==> src/rtl/level_sync_multi_pkg.sv <==
// Shared constants and FSM state encoding for the level_sync_multi block.
package level_sync_multi_pkg;

    // Default parameter values for the top and its run counters
    localparam int DEF_SAMPLES_PER_WORD = 2;
    localparam int DEF_SAMPLE_W         = 16;
    localparam int DEF_CNT_W            = 32;
    localparam int DEF_SIGNED_MODE      = 1;
    localparam int DEF_ABS_MODE         = 0;

    // State encodings kept as plain constants so older code can use them directly
    localparam logic [0:0] ST_IDLE   = 1'b0;
    localparam logic [0:0] ST_ACTIVE = 1'b1;

    typedef enum logic [0:0] {
        S_IDLE   = ST_IDLE,
        S_ACTIVE = ST_ACTIVE
    } state_e;

endpackage

==> src/rtl/level_sync_multi_if.sv <==
// Sample-stream interface: packed ADC words in, registered words plus packet flag out.
interface level_sync_multi_if
    import level_sync_multi_pkg::*;
#(
    parameter int SAMPLES_PER_WORD = DEF_SAMPLES_PER_WORD,
    parameter int SAMPLE_W         = DEF_SAMPLE_W
);
    logic                                 adc_valid;
    logic [SAMPLES_PER_WORD*SAMPLE_W-1:0] adc_data;
    logic [SAMPLES_PER_WORD*SAMPLE_W-1:0] data_out;
    logic                                 data_valid;
    logic                                 sync;

    // Source of ADC words and consumer of the tagged output stream
    modport master (
        output adc_valid, adc_data,
        input  data_out, data_valid, sync
    );

    // The level_sync_multi block itself
    modport slave (
        input  adc_valid, adc_data,
        output data_out, data_valid, sync
    );
endinterface

==> src/rtl/level_run_cnt.sv <==
// Per-word threshold qualification and run-length update for one direction
// (GREATER=1: sample > threshold, GREATER=0: sample < threshold). Purely
// combinational; the owning block holds the counter register.
module level_run_cnt #(
    parameter int N           = 2,
    parameter int W           = 16,
    parameter int CNT_W       = 32,
    parameter int SIGNED_MODE = 1,
    parameter int ABS_MODE    = 0,
    parameter int GREATER     = 1
) (
    input  logic [N*W-1:0]   samples_i,
    input  logic [W-1:0]     threshold_i,
    input  logic [CNT_W-1:0] run_i,
    output logic [CNT_W-1:0] run_o
);
    localparam logic [CNT_W-1:0] ONE = {{(CNT_W-1){1'b0}}, 1'b1};

    logic [N-1:0]        qual;
    logic signed [W:0]   thr_ext;
    logic [CNT_W:0]      sum;
    logic [CNT_W-1:0]    trail;
    logic                brk;

    // One extra bit lets signed and unsigned operands share a single signed compare
    assign thr_ext = (SIGNED_MODE != 0) ? {threshold_i[W-1], threshold_i}
                                        : {1'b0, threshold_i};

    generate
        for (genvar gi = 0; gi < N; gi++) begin : g_qual
            logic [W-1:0]      raw;
            logic signed [W:0] ext;
            logic signed [W:0] mag;

            assign raw = samples_i[gi*W +: W];

            // Magnitude folding: the most negative code saturates to the max positive code
            always_comb begin
                ext = (SIGNED_MODE != 0) ? {raw[W-1], raw} : {1'b0, raw};
                mag = ext;
                if (SIGNED_MODE != 0 && ABS_MODE != 0 && raw[W-1]) begin
                    if (raw == {1'b1, {(W-1){1'b0}}}) begin
                        mag = {2'b00, {(W-1){1'b1}}};
                    end else begin
                        mag = -ext;
                    end
                end
            end

            assign qual[gi] = (GREATER != 0) ? (mag > thr_ext) : (mag < thr_ext);
        end
    endgenerate

    // Extend the run on a fully qualifying word, else restart from the newest samples
    always_comb begin
        sum   = {1'b0, run_i} + (CNT_W+1)'(N);
        trail = '0;
        brk   = 1'b0;
        for (int i = N - 1; i >= 0; i--) begin
            if (!brk && qual[i]) begin
                trail = trail + ONE;
            end else begin
                brk = 1'b1;
            end
        end
        if (&qual) begin
            run_o = sum[CNT_W] ? '1 : sum[CNT_W-1:0];
        end else begin
            run_o = trail;
        end
    end

endmodule

==> src/rtl/level_sync_multi.sv <==
// Level-triggered packet framing over a multi-sample ADC stream. A packet opens
// once enough consecutive samples exceed the start threshold and closes once
// enough consecutive samples fall below the stop threshold; sync flags the
// words belonging to the packet.
// Optional feature: define LEVEL_SYNC_MULTI_PKT_CNT_EN to add a 32-bit
// wrapping pkt_count output counting packet starts.
module level_sync_multi
    import level_sync_multi_pkg::*;
#(
    parameter int SAMPLES_PER_WORD = DEF_SAMPLES_PER_WORD,
    parameter int SAMPLE_W         = DEF_SAMPLE_W,
    parameter int CNT_W            = DEF_CNT_W,
    parameter int SIGNED_MODE      = DEF_SIGNED_MODE,
    parameter int ABS_MODE         = DEF_ABS_MODE
) (
    input  logic                  clk,
    input  logic                  reset,
    input  logic                  en,
    input  logic [SAMPLE_W-1:0]   start_threshold,
    input  logic [SAMPLE_W-1:0]   stop_threshold,
    input  logic [CNT_W-1:0]      start_samples_number,
    input  logic [CNT_W-1:0]      stop_samples_number,
`ifdef LEVEL_SYNC_MULTI_PKT_CNT_EN
    output logic [31:0]           pkt_count,
`endif
    level_sync_multi_if.slave     sif
);
    localparam int DW = SAMPLES_PER_WORD * SAMPLE_W;
    localparam logic [CNT_W-1:0] ONE = {{(CNT_W-1){1'b0}}, 1'b1};

    state_e           state_q, state_d;
    logic [CNT_W-1:0] start_run_q, start_run_d;
    logic [CNT_W-1:0] stop_run_q, stop_run_d;
    logic [CNT_W-1:0] start_upd, stop_upd;
    logic [CNT_W-1:0] start_num_eff, stop_num_eff;
    logic [DW-1:0]    data_out_q, data_out_d;
    logic             data_valid_q, data_valid_d;
    logic             sync_q, sync_d;

    // A requested run length of zero would fire without any qualifying sample
    assign start_num_eff = (start_samples_number == '0) ? ONE : start_samples_number;
    assign stop_num_eff  = (stop_samples_number  == '0) ? ONE : stop_samples_number;

    level_run_cnt #(
        .N(SAMPLES_PER_WORD), .W(SAMPLE_W), .CNT_W(CNT_W),
        .SIGNED_MODE(SIGNED_MODE), .ABS_MODE(ABS_MODE), .GREATER(1)
    ) u_start_run (
        .samples_i   (sif.adc_data),
        .threshold_i (start_threshold),
        .run_i       (start_run_q),
        .run_o       (start_upd)
    );

    level_run_cnt #(
        .N(SAMPLES_PER_WORD), .W(SAMPLE_W), .CNT_W(CNT_W),
        .SIGNED_MODE(SIGNED_MODE), .ABS_MODE(ABS_MODE), .GREATER(0)
    ) u_stop_run (
        .samples_i   (sif.adc_data),
        .threshold_i (stop_threshold),
        .run_i       (stop_run_q),
        .run_o       (stop_upd)
    );

    // Next-state: only valid words advance the FSM; both runs restart on any transition
    always_comb begin
        state_d      = state_q;
        start_run_d  = start_run_q;
        stop_run_d   = stop_run_q;
        sync_d       = sync_q;
        data_valid_d = sif.adc_valid;
        data_out_d   = sif.adc_valid ? sif.adc_data : data_out_q;
        if (!en) begin
            state_d     = S_IDLE;
            start_run_d = '0;
            stop_run_d  = '0;
            sync_d      = 1'b0;
        end else if (sif.adc_valid) begin
            case (state_q)
                S_IDLE: begin
                    if (start_upd >= start_num_eff) begin
                        state_d     = S_ACTIVE;
                        start_run_d = '0;
                        stop_run_d  = '0;
                    end else begin
                        start_run_d = start_upd;
                    end
                end
                S_ACTIVE: begin
                    if (stop_upd >= stop_num_eff) begin
                        state_d     = S_IDLE;
                        start_run_d = '0;
                        stop_run_d  = '0;
                    end else begin
                        stop_run_d = stop_upd;
                    end
                end
                default: begin
                    state_d = S_IDLE;
                end
            endcase
            sync_d = (state_d == S_ACTIVE);
        end
    end

    // State and output registers
    always_ff @(posedge clk) begin
        if (reset) begin
            state_q      <= S_IDLE;
            start_run_q  <= '0;
            stop_run_q   <= '0;
            sync_q       <= 1'b0;
            data_valid_q <= 1'b0;
            data_out_q   <= '0;
        end else begin
            state_q      <= state_d;
            start_run_q  <= start_run_d;
            stop_run_q   <= stop_run_d;
            sync_q       <= sync_d;
            data_valid_q <= data_valid_d;
            data_out_q   <= data_out_d;
        end
    end

    assign sif.data_out   = data_out_q;
    assign sif.data_valid = data_valid_q;
    assign sif.sync       = sync_q;

`ifdef LEVEL_SYNC_MULTI_PKT_CNT_EN
    logic [31:0] pkt_count_q;
    logic        pkt_start;

    assign pkt_start = (state_q == S_IDLE) && (state_d == S_ACTIVE);

    // Packet-start counter; survives en=0, cleared only by reset
    always_ff @(posedge clk) begin
        if (reset) begin
            pkt_count_q <= '0;
        end else if (pkt_start) begin
            pkt_count_q <= pkt_count_q + 32'd1;
        end
    end

    assign pkt_count = pkt_count_q;
`endif

endmodule

==> src/flat_wrapper.sv <==
// flat-port wrapper written by rule: the top's interface ports become plain ports
module level_sync_multi_flat import level_sync_multi_pkg::*;
#(
    parameter int SAMPLES_PER_WORD = DEF_SAMPLES_PER_WORD,
    parameter int SAMPLE_W         = DEF_SAMPLE_W,
    parameter int CNT_W            = DEF_CNT_W,
    parameter int SIGNED_MODE      = DEF_SIGNED_MODE,
    parameter int ABS_MODE         = DEF_ABS_MODE
)
  (clk, reset, en, start_threshold, stop_threshold, start_samples_number, stop_samples_number, sif_adc_valid, sif_adc_data, sif_data_out, sif_data_valid, sif_sync);
  level_sync_multi_if #(.SAMPLES_PER_WORD(SAMPLES_PER_WORD), .SAMPLE_W(SAMPLE_W)) sif_i ();
  input  logic clk;
  input  logic reset;
  input  logic en;
  input  logic [SAMPLE_W-1:0] start_threshold;
  input  logic [SAMPLE_W-1:0] stop_threshold;
  input  logic [CNT_W-1:0] start_samples_number;
  input  logic [CNT_W-1:0] stop_samples_number;
  input wire logic [$bits(sif_i.adc_valid)-1:0] sif_adc_valid;
  input wire logic [$bits(sif_i.adc_data)-1:0] sif_adc_data;
  output wire logic [$bits(sif_i.data_out)-1:0] sif_data_out;
  output wire logic [$bits(sif_i.data_valid)-1:0] sif_data_valid;
  output wire logic [$bits(sif_i.sync)-1:0] sif_sync;
  assign sif_i.adc_valid = sif_adc_valid;
  assign sif_i.adc_data = sif_adc_data;
  assign sif_data_out = sif_i.data_out;
  assign sif_data_valid = sif_i.data_valid;
  assign sif_sync = sif_i.sync;
  level_sync_multi #(.SAMPLES_PER_WORD(SAMPLES_PER_WORD), .SAMPLE_W(SAMPLE_W), .CNT_W(CNT_W), .SIGNED_MODE(SIGNED_MODE), .ABS_MODE(ABS_MODE)) u_core (.clk(clk), .reset(reset), .en(en), .start_threshold(start_threshold), .stop_threshold(stop_threshold), .start_samples_number(start_samples_number), .stop_samples_number(stop_samples_number), .sif(sif_i));
endmodule
==> config.mk <==
export PLATFORM = sky130hd
export DESIGN_NAME = level_sync_multi_flat
export DESIGN_NICKNAME = d
export VERILOG_FILES = /design/src/rtl/level_sync_multi_pkg.sv /design/src/rtl/level_sync_multi_if.sv /design/src/rtl/level_run_cnt.sv /design/src/rtl/level_sync_multi.sv /design/src/flat_wrapper.sv
export SDC_FILE = /design/constraint.sdc
export NUM_CORES = 1
export LEC_CHECK = 0
export ABC_AREA = 1
export ABC_CLOCK_PERIOD_IN_PS = 5450
export BUFFER_PORTS_ARGS = -buffer_cell sky130_fd_sc_hd__buf_4
export CAP_MARGIN = 20
export CORE_MARGIN = 3
export CORE_UTILIZATION = 32
export DETAILED_ROUTE_END_ITERATION = 16
export GPL_TIMING_DRIVEN = 0
export PLACE_DENSITY = 0.54
export SLEW_MARGIN = 20
export SYNTH_ARGS = -nofsm -noshare
export SYNTH_HDL_FRONTEND = slang
export SYNTH_SLANG_ARGS = --single-unit
==> constraint.sdc <==
create_clock -name clk -period 5.45 [get_ports clk]
set_clock_uncertainty 0.05 [all_clocks]
set_input_delay 0.8175 -clock clk [delete_from_list [all_inputs] [get_ports clk]]
set_output_delay 0.8175 -clock clk [all_outputs]
set_load 0.005 [all_outputs]
==> results of run 1 <==
-- kinds of logic (layout without fill, tap and decap cells) --
family | Yosys count | in the layout | share of synthesized area [%]
adder cells (fa/ha/maj) | 128 | 128 | 16.5
buffers and inverters | 289 | 469 | 11.8
AO/OA/AOI/OAI | 238 | 238 | 12.9
XOR/XNOR | 29 | 29 | 2.62
flip-flops | 98 | 98 | 20.2
AND/OR/NAND/NOR | 805 | 805 | 36.1
-- registers in the layout, summed over array words and instances (netlist names) --
name,count
u_core.sif.data_out,32
u_core.sif.data_valid,1
u_core.sif.sync,1
u_core.start_run_q,32
u_core.stop_run_q,32
-- per-layer routing --
metal	GRT usage [%]	up-vias	routed length, µm	share of wire, %
met1	27.7	4880	16000	47
met4	5.50	0	761	2.2
met2	32.9	322	15200	44
met5	0	-	0	0
met3	4.10	45	2400	7.0
li1	-	5547	-	-
-- synthesized netlist by cell type (31+ instances only) --
cell type and count:
inv_1 195, nand3_1 126, nor2_1 139, clkbuf_1 31, ha_1 128, o21ai_0 43
dfxtp_1 98, a21oi_1 153, nor3_1 36, inv_2 31, nand2_1 421
-- final cells by class --
class	instances	area share (%)
sequential	98	16.7
inverter	231	7.42
multi-input combinational	1200	56.2
clock buffer	10	1.95
clock inverter	6	0.746
tap	390	4.15
buffer	58	2.30
timing repair buffer	164	10.5
-- through the flow --
stage	cells	cell area (µm²)
floorplan	1587	9710
global placement	2141	11400
detailed placement	2141	11400
CTS	2157	11700
global route	2157	11700
finish	2157	11700
-- cell usage in the layout (no fill, tap or decap), types with 31 or more instances in the layout --
| master | instances |
|---|---|
| a21oi_1 | 153 |
| buf_4 | 164 |
| clkbuf_1 | 32 |
| dfxtp_1 | 98 |
| ha_1 | 128 |
| inv_1 | 195 |
| inv_2 | 31 |
| nand2_1 | 421 |
| nand3_1 | 126 |
| nor2_1 | 139 |
| nor3_1 | 36 |
| o21ai_0 | 43 |
-- worst max-delay path: stages --
cell      delay [ns]
buf_4           0.14
ha_1            0.29
nand2_1         0.07
nor2_1          0.23
inv_2           0.06
a21oi_1         0.12
o21ai_1         0.10
nand3_1         0.09
nand3_1         0.13
nor2_2          0.28
inv_2           0.09
clkbuf_1        0.30
a31oi_1         0.33
ha_1            0.29
nand2_1         0.08
inv_2           0.04
nand2_1         0.06
nand2_1         0.05
nand2_1         0.05
nand3_1         0.06
a21oi_1         0.28
nand4_1         0.21
nand2_1         0.27
clkbuf_1        0.46
nand2_1         0.10
nand2_1         0.08
a21oi_1         0.05
-- final timing paths --
check             cells past startpoint                                 start  slack (ns)                              endpoint
setup / recovery                     27                      sif_adc_data[27]        0.52    u_core.stop_run_q[18]$_SDFFE_PP0P_
hold / removal                        2  u_core.sif.data_out[18]$_SDFFE_PP0P_        0.45  u_core.sif.data_out[18]$_SDFFE_PP0P_
setup reg to reg                     20     u_core.stop_run_q[1]$_SDFFE_PP0P_        0.83   u_core.start_run_q[20]$_SDFFE_PP0P_
hold reg to reg                       2  u_core.sif.data_out[18]$_SDFFE_PP0P_        0.45  u_core.sif.data_out[18]$_SDFFE_PP0P_
-- power breakdown --
part           switching (mW)  internal, mW  leakage, nW
clock network           0.324         0.406        0.157
registers              0.0200         0.743        0.801
logic                   0.314         0.205         5.04
==> metrics.txt, run 1 <==
num rows 63; Via density 5.00; Post-DRT Antenna Nets 0; DPL Wire Length 27900 µm; Die Area 32500 µm²; CTS tree done; Num CTS Buffers 9; router iterations before antenna repair 5; Arrival @ worst endpoint 5.13 ns; pre-CTS setup slack 0.131 ns; Core Util, Final 39.4%; P_leak 6.00 nW; die height 180 µm; EDFF count, synth 0; routability congestion estimate 0.917; Netlist cell types 37; Setup crit end kind register; H-tree depth 3; outcome finished, final reports clean; Yosys top cell area share 20.2%; Worst-Skew Late Latency 0.36 ns; Pwr Total 2.01 mW; Top-Level Pins 166; Power Dens Cells 171 nW/µm²; post-cts sizing count 0; maximum VDD drop 0.174 mV; unrepaired setup endpoints after global routing no; Fmax achieved 203 MHz; DR DRC count 0; top_reg_cell synth dfxtp_1; number of global-route vias before repair 10433; worst setup margin 0.523 ns; largest net degree at the start of global routing 17; Avg Inst Size Synth 6.12 µm²; Syn Inst Count 1587; GR Util All Layers 20.4%; Final Hold Viols 0; Die Wd 180 µm; Via Count 10794; Iteration-0 DRC Markers 608; Max Fanout on Critical Path 10; fin crit period 4.93 ns; post-synth net total 1847; Clock Tree Buf Depth 2; leading area contributor after synthesis dfxtp_1; clk slew on worst S/H paths 0.09 ns; crit path kind primary input to register; Worst-Margin Slew 0.763 ns; HP Class register to register; Post-CTS Setup Bufs 0; CP Launch Type primary input; final hold slack 0.455 ns; Inserted Diodes 0; area of the multi-input gates 6610 µm²; nets@finish 2022; antenna violations before repair 0; # clock sinks 98; total grt overflow 0; top cells by area, synth dfxtp_1 20%, ha_1 16%, nand2_1 16%, a21oi_1 7.9%, inv_1 7.5%; Syn-to-layout area delta 21.0%; Mapped Area 9710 µm²; Initial Utilization 32.6%; Max Slew Vio Count 0; first-pass GRT wire length 54300 µm; asr flop ratio synth 0%; Synth Register Bits 98; WL/cell 15.9 µm; final setup vio count 0; drt total wl 34400 µm; Worst Path Required 5.65 ns; max-cap violations 0; Clock Tree Root clkbuf_16; IO Port Bufs 164; Register Area 1960 µm²; Setup TNS Final 0 ns; register area share after synthesis 20.2%; share of layout cells above drive strength 1 14.5%; core footprint 29800 µm²; number of synthesis warnings 0; Post-CTS Hold Buffers 0; filler instances 3286; period utilization 90.4%; Rel. slew slack 49.2%
Power figures use the tool's default switching activity.
==> run 2, diff against run 1 <==
--- a/config.mk
+++ b/config.mk
@@ -10,11 +10,10 @@
 export BUFFER_PORTS_ARGS = -buffer_cell sky130_fd_sc_hd__buf_4
 export CAP_MARGIN = 20
 export CORE_MARGIN = 3
-export CORE_UTILIZATION = 32
+export CORE_UTILIZATION = 60
 export DETAILED_ROUTE_END_ITERATION = 16
 export GPL_TIMING_DRIVEN = 0
-export PLACE_DENSITY = 0.54
-export SLEW_MARGIN = 20
+export PLACE_DENSITY = 0.88
 export SYNTH_ARGS = -nofsm -noshare
 export SYNTH_HDL_FRONTEND = slang
 export SYNTH_SLANG_ARGS = --single-unit
==> run 2 against run 1 <==
Setup slack got worse by 0.15 ns; global-route usage rose by 13 points; core utilization rose by 34 points; sequential share of layout area rose by 0.39 points; maximum frequency fell by 2.9%; worst hold slack improved by 0.0032 ns; register-to-register slack improved by 0.07 ns; total power fell by 5.6%; non-clock buffer count did not move; sequential power barely moved; largest power group unchanged; largest cell class unchanged; critical endpoint is now u_core.stop_run_q[16]$_SDFFE_PP0P_; clock power fell by 14%.
==> metrics.txt, run 2 (synthesized netlist as in run 1, its figures left out) <==
crit path kind primary input to register; Via Count 11180 (+3.6%); Post-CTS Hold Buffers 0 (unchanged); WL/cell 15.4 µm (-3.4%); commonest non-fill, non-tap cells in the layout 421 x nand2_1, 195 x inv_1, 164 x buf_4; Final Hold Viols 0 (unchanged); outcome finished, final reports clean; period utilization 93.1% (+2.7 points); Worst-Margin Slew 0.627 ns (-0.135 ns); # clock sinks 98 (unchanged); maximum VDD drop 0.222 mV (+27%); Setup TNS Final 0 ns (unchanged); Post-CTS Setup Bufs 0 (unchanged); Pwr Total 1.90 mW (-5.6%); GR Util All Layers 33.2% (+13 points); Arrival @ worst endpoint 5.26 ns (+0.13 ns); Top-Level Pins 166 (unchanged); die height 133 µm (-26%); CP most frequent cell nand2_1; Worst Path Required 5.64 ns (about the same); Setup crit end kind register; routability congestion estimate 0.981 (+7.0%); drt total wl 30500 µm (-11%); Crit path max-delay family simple AND/OR/NAND/NOR gates; Post-DRT Antenna Nets 0 (unchanged); CP bufs+invs 5 (-1); slowest cell on the critical path clkbuf_1; final setup vio count 0 (unchanged); Clock Tree Buf Depth 2 (unchanged); CTS tree done; Syn-to-layout area delta 18.2%; Fmax achieved 197 MHz (-2.9%); num rows 45 (-29%); Die Wd 133 µm (-26%); first-pass GRT wire length 48900 µm (-10%); Iteration-0 DRC Markers 1079 (+77%); HP Class register to register; largest net degree at the start of global routing 17 (unchanged); Max Fanout on Critical Path 10 (unchanged); worst reg2reg path startpoint u_core.stop_run_q[1]$_SDFFE_PP0P_; fin crit period 5.07 ns (+0.146 ns); critical path startpoint start_threshold[11]; number of global-route vias before repair 10367 (-0.63%); clk slew on worst S/H paths 0.08 ns (about the same); Max Slew Vio Count 0 (unchanged); CP Launch Type primary input; total grt overflow 0 (unchanged); Power Dens Cells 165 nW/µm² (-3.4%); Die Area 17700 µm² (-45%); antenna violations before repair 0 (unchanged); nets@finish 2022 (unchanged); P_leak 5.97 nW (-0.41%); share of layout cells above drive strength 1 14.5% (unchanged); r2r worst-path depth 20 (unchanged); Rel. slew slack 58.2% (+9.0 points); DR DRC count 0 (unchanged); core footprint 15500 µm² (-48%); DPL Wire Length 24400 µm (-13%); commonest non-fill, non-tap cell in the layout nand2_1; IO Port Bufs 164 (unchanged); Num CTS Buffers 9 (unchanged); Via density 5.65 (+13%); post-cts sizing count 0 (unchanged); Initial Utilization 62.5% (+30 points); Clock Tree Root clkbuf_16; slowest cell delay on critical path 0.45 ns (about the same); H-tree depth 3 (unchanged); router iterations before antenna repair 5 (unchanged); unrepaired setup endpoints after global routing no; r2r setup slk 0.90 ns (+0.07 ns); Cell Chain, Critical Path buf_4 -> inv_1 -> ha_1 -> nand4_1 -> nor3_1 -> nand2_1 -> nand3_1 -> nand3_1 -> nor2_2 -> inv_2 -> clkbuf_1 -> a31oi_1 -> ha_1 -> nand2_1 -> nor2_1 -> nand2_1 -> nand3_1 -> a21oi_1 -> nand4_1 -> nand2_1 -> clkbuf_1 -> nand2_1 -> nand2_1 -> a21oi_1; CP endpoint u_core.stop_run_q[16]$_SDFFE_PP0P_; critical path depth 24 (-11%); Worst-Skew Late Latency 0.36 ns (about the same); max-cap violations 0 (unchanged); Reg2Reg Capture Point u_core.start_run_q[21]$_SDFFE_PP0P_
[run 2: cell count changes in the layout (fill, tap and decap cells not counted), sizes merged]
cell and change:
clkinv +3, bufinv -2, inv -2, clkinvlp +1, diode +1
[run 2: worst min path at each step]
stage,startpoint,cells past startpoint,to
final,u_core.sif.data_out[12]$_SDFFE_PP0P_,2,u_core.sif.data_out[12]$_SDFFE_PP0P_
after global routing,u_core.sif.data_out[31]$_SDFFE_PP0P_,2,u_core.sif.data_out[31]$_SDFFE_PP0P_
after CTS,u_core.sif.data_out[15]$_SDFFE_PP0P_,2,u_core.sif.data_out[15]$_SDFFE_PP0P_
after detailed placement,u_core.sif.data_out[15]$_SDFFE_PP0P_,2,u_core.sif.data_out[15]$_SDFFE_PP0P_
after global placement,u_core.sif.data_out[28]$_SDFFE_PP0P_,2,u_core.sif.data_out[28]$_SDFFE_PP0P_
after floorplan,u_core.sif.data_out[10]$_SDFFE_PP0P_,2,u_core.sif.data_out[10]$_SDFFE_PP0P_
[run 2: stage by stage]
step | hold WS (ns) | std cells | setup slack [ns] | instance area (µm²) | utilization (%)
final | 0.458 | 1979 | 0.377 | 11500 | 73.9
after CTS | 0.459 | 1978 | 0.592 | 11500 | 73.9
after floorplan | 0.437 | 1587 | 1.61 | 9710 | -
after detailed placement | 0.438 | 1962 | 0.253 | 11200 | 72.1
after global placement | 0.427 | 1962 | 0.325 | 11200 | 72.1
after global routing | 0.479 | 1978 | 0.179 | 11500 | 73.9
[run 2: cell type report]
class,count,area (µm²)
sequential,98,1960
fill,1369,4060
antenna,1,2.50
inverter,231,872
clock inverter,6,43.8
clock buffer,10,229
buffer,58,270
tap,211,264
multi-input combinational,1200,6610
timing repair buffer,164,1230
[run 2: tightest hold or removal path: cells and delay by family (launching register included)]
kind,cells,cell delay (ns)
flops,1,0.33
simple gates,1,0.07
compound gates,1,0.07
[run 2: metal layers]
layer | GRT usage, % | up-vias | wire length [µm]
met2 | 54.9 | 571 | 13600
met1 | 41.2 | 4994 | 12400
met4 | 13.1 | 0 | 1000
met3 | 9.18 | 65 | 3400
li1 | - | 5550 | -
met5 | 0 | - | 0
[run 2: power breakdown]
part | total, mW | internal (mW) | switching, mW
clock network | 0.625 | 0.312 | 0.313
logic | 0.513 | 0.206 | 0.307
registers | 0.762 | 0.743 | 0.0195
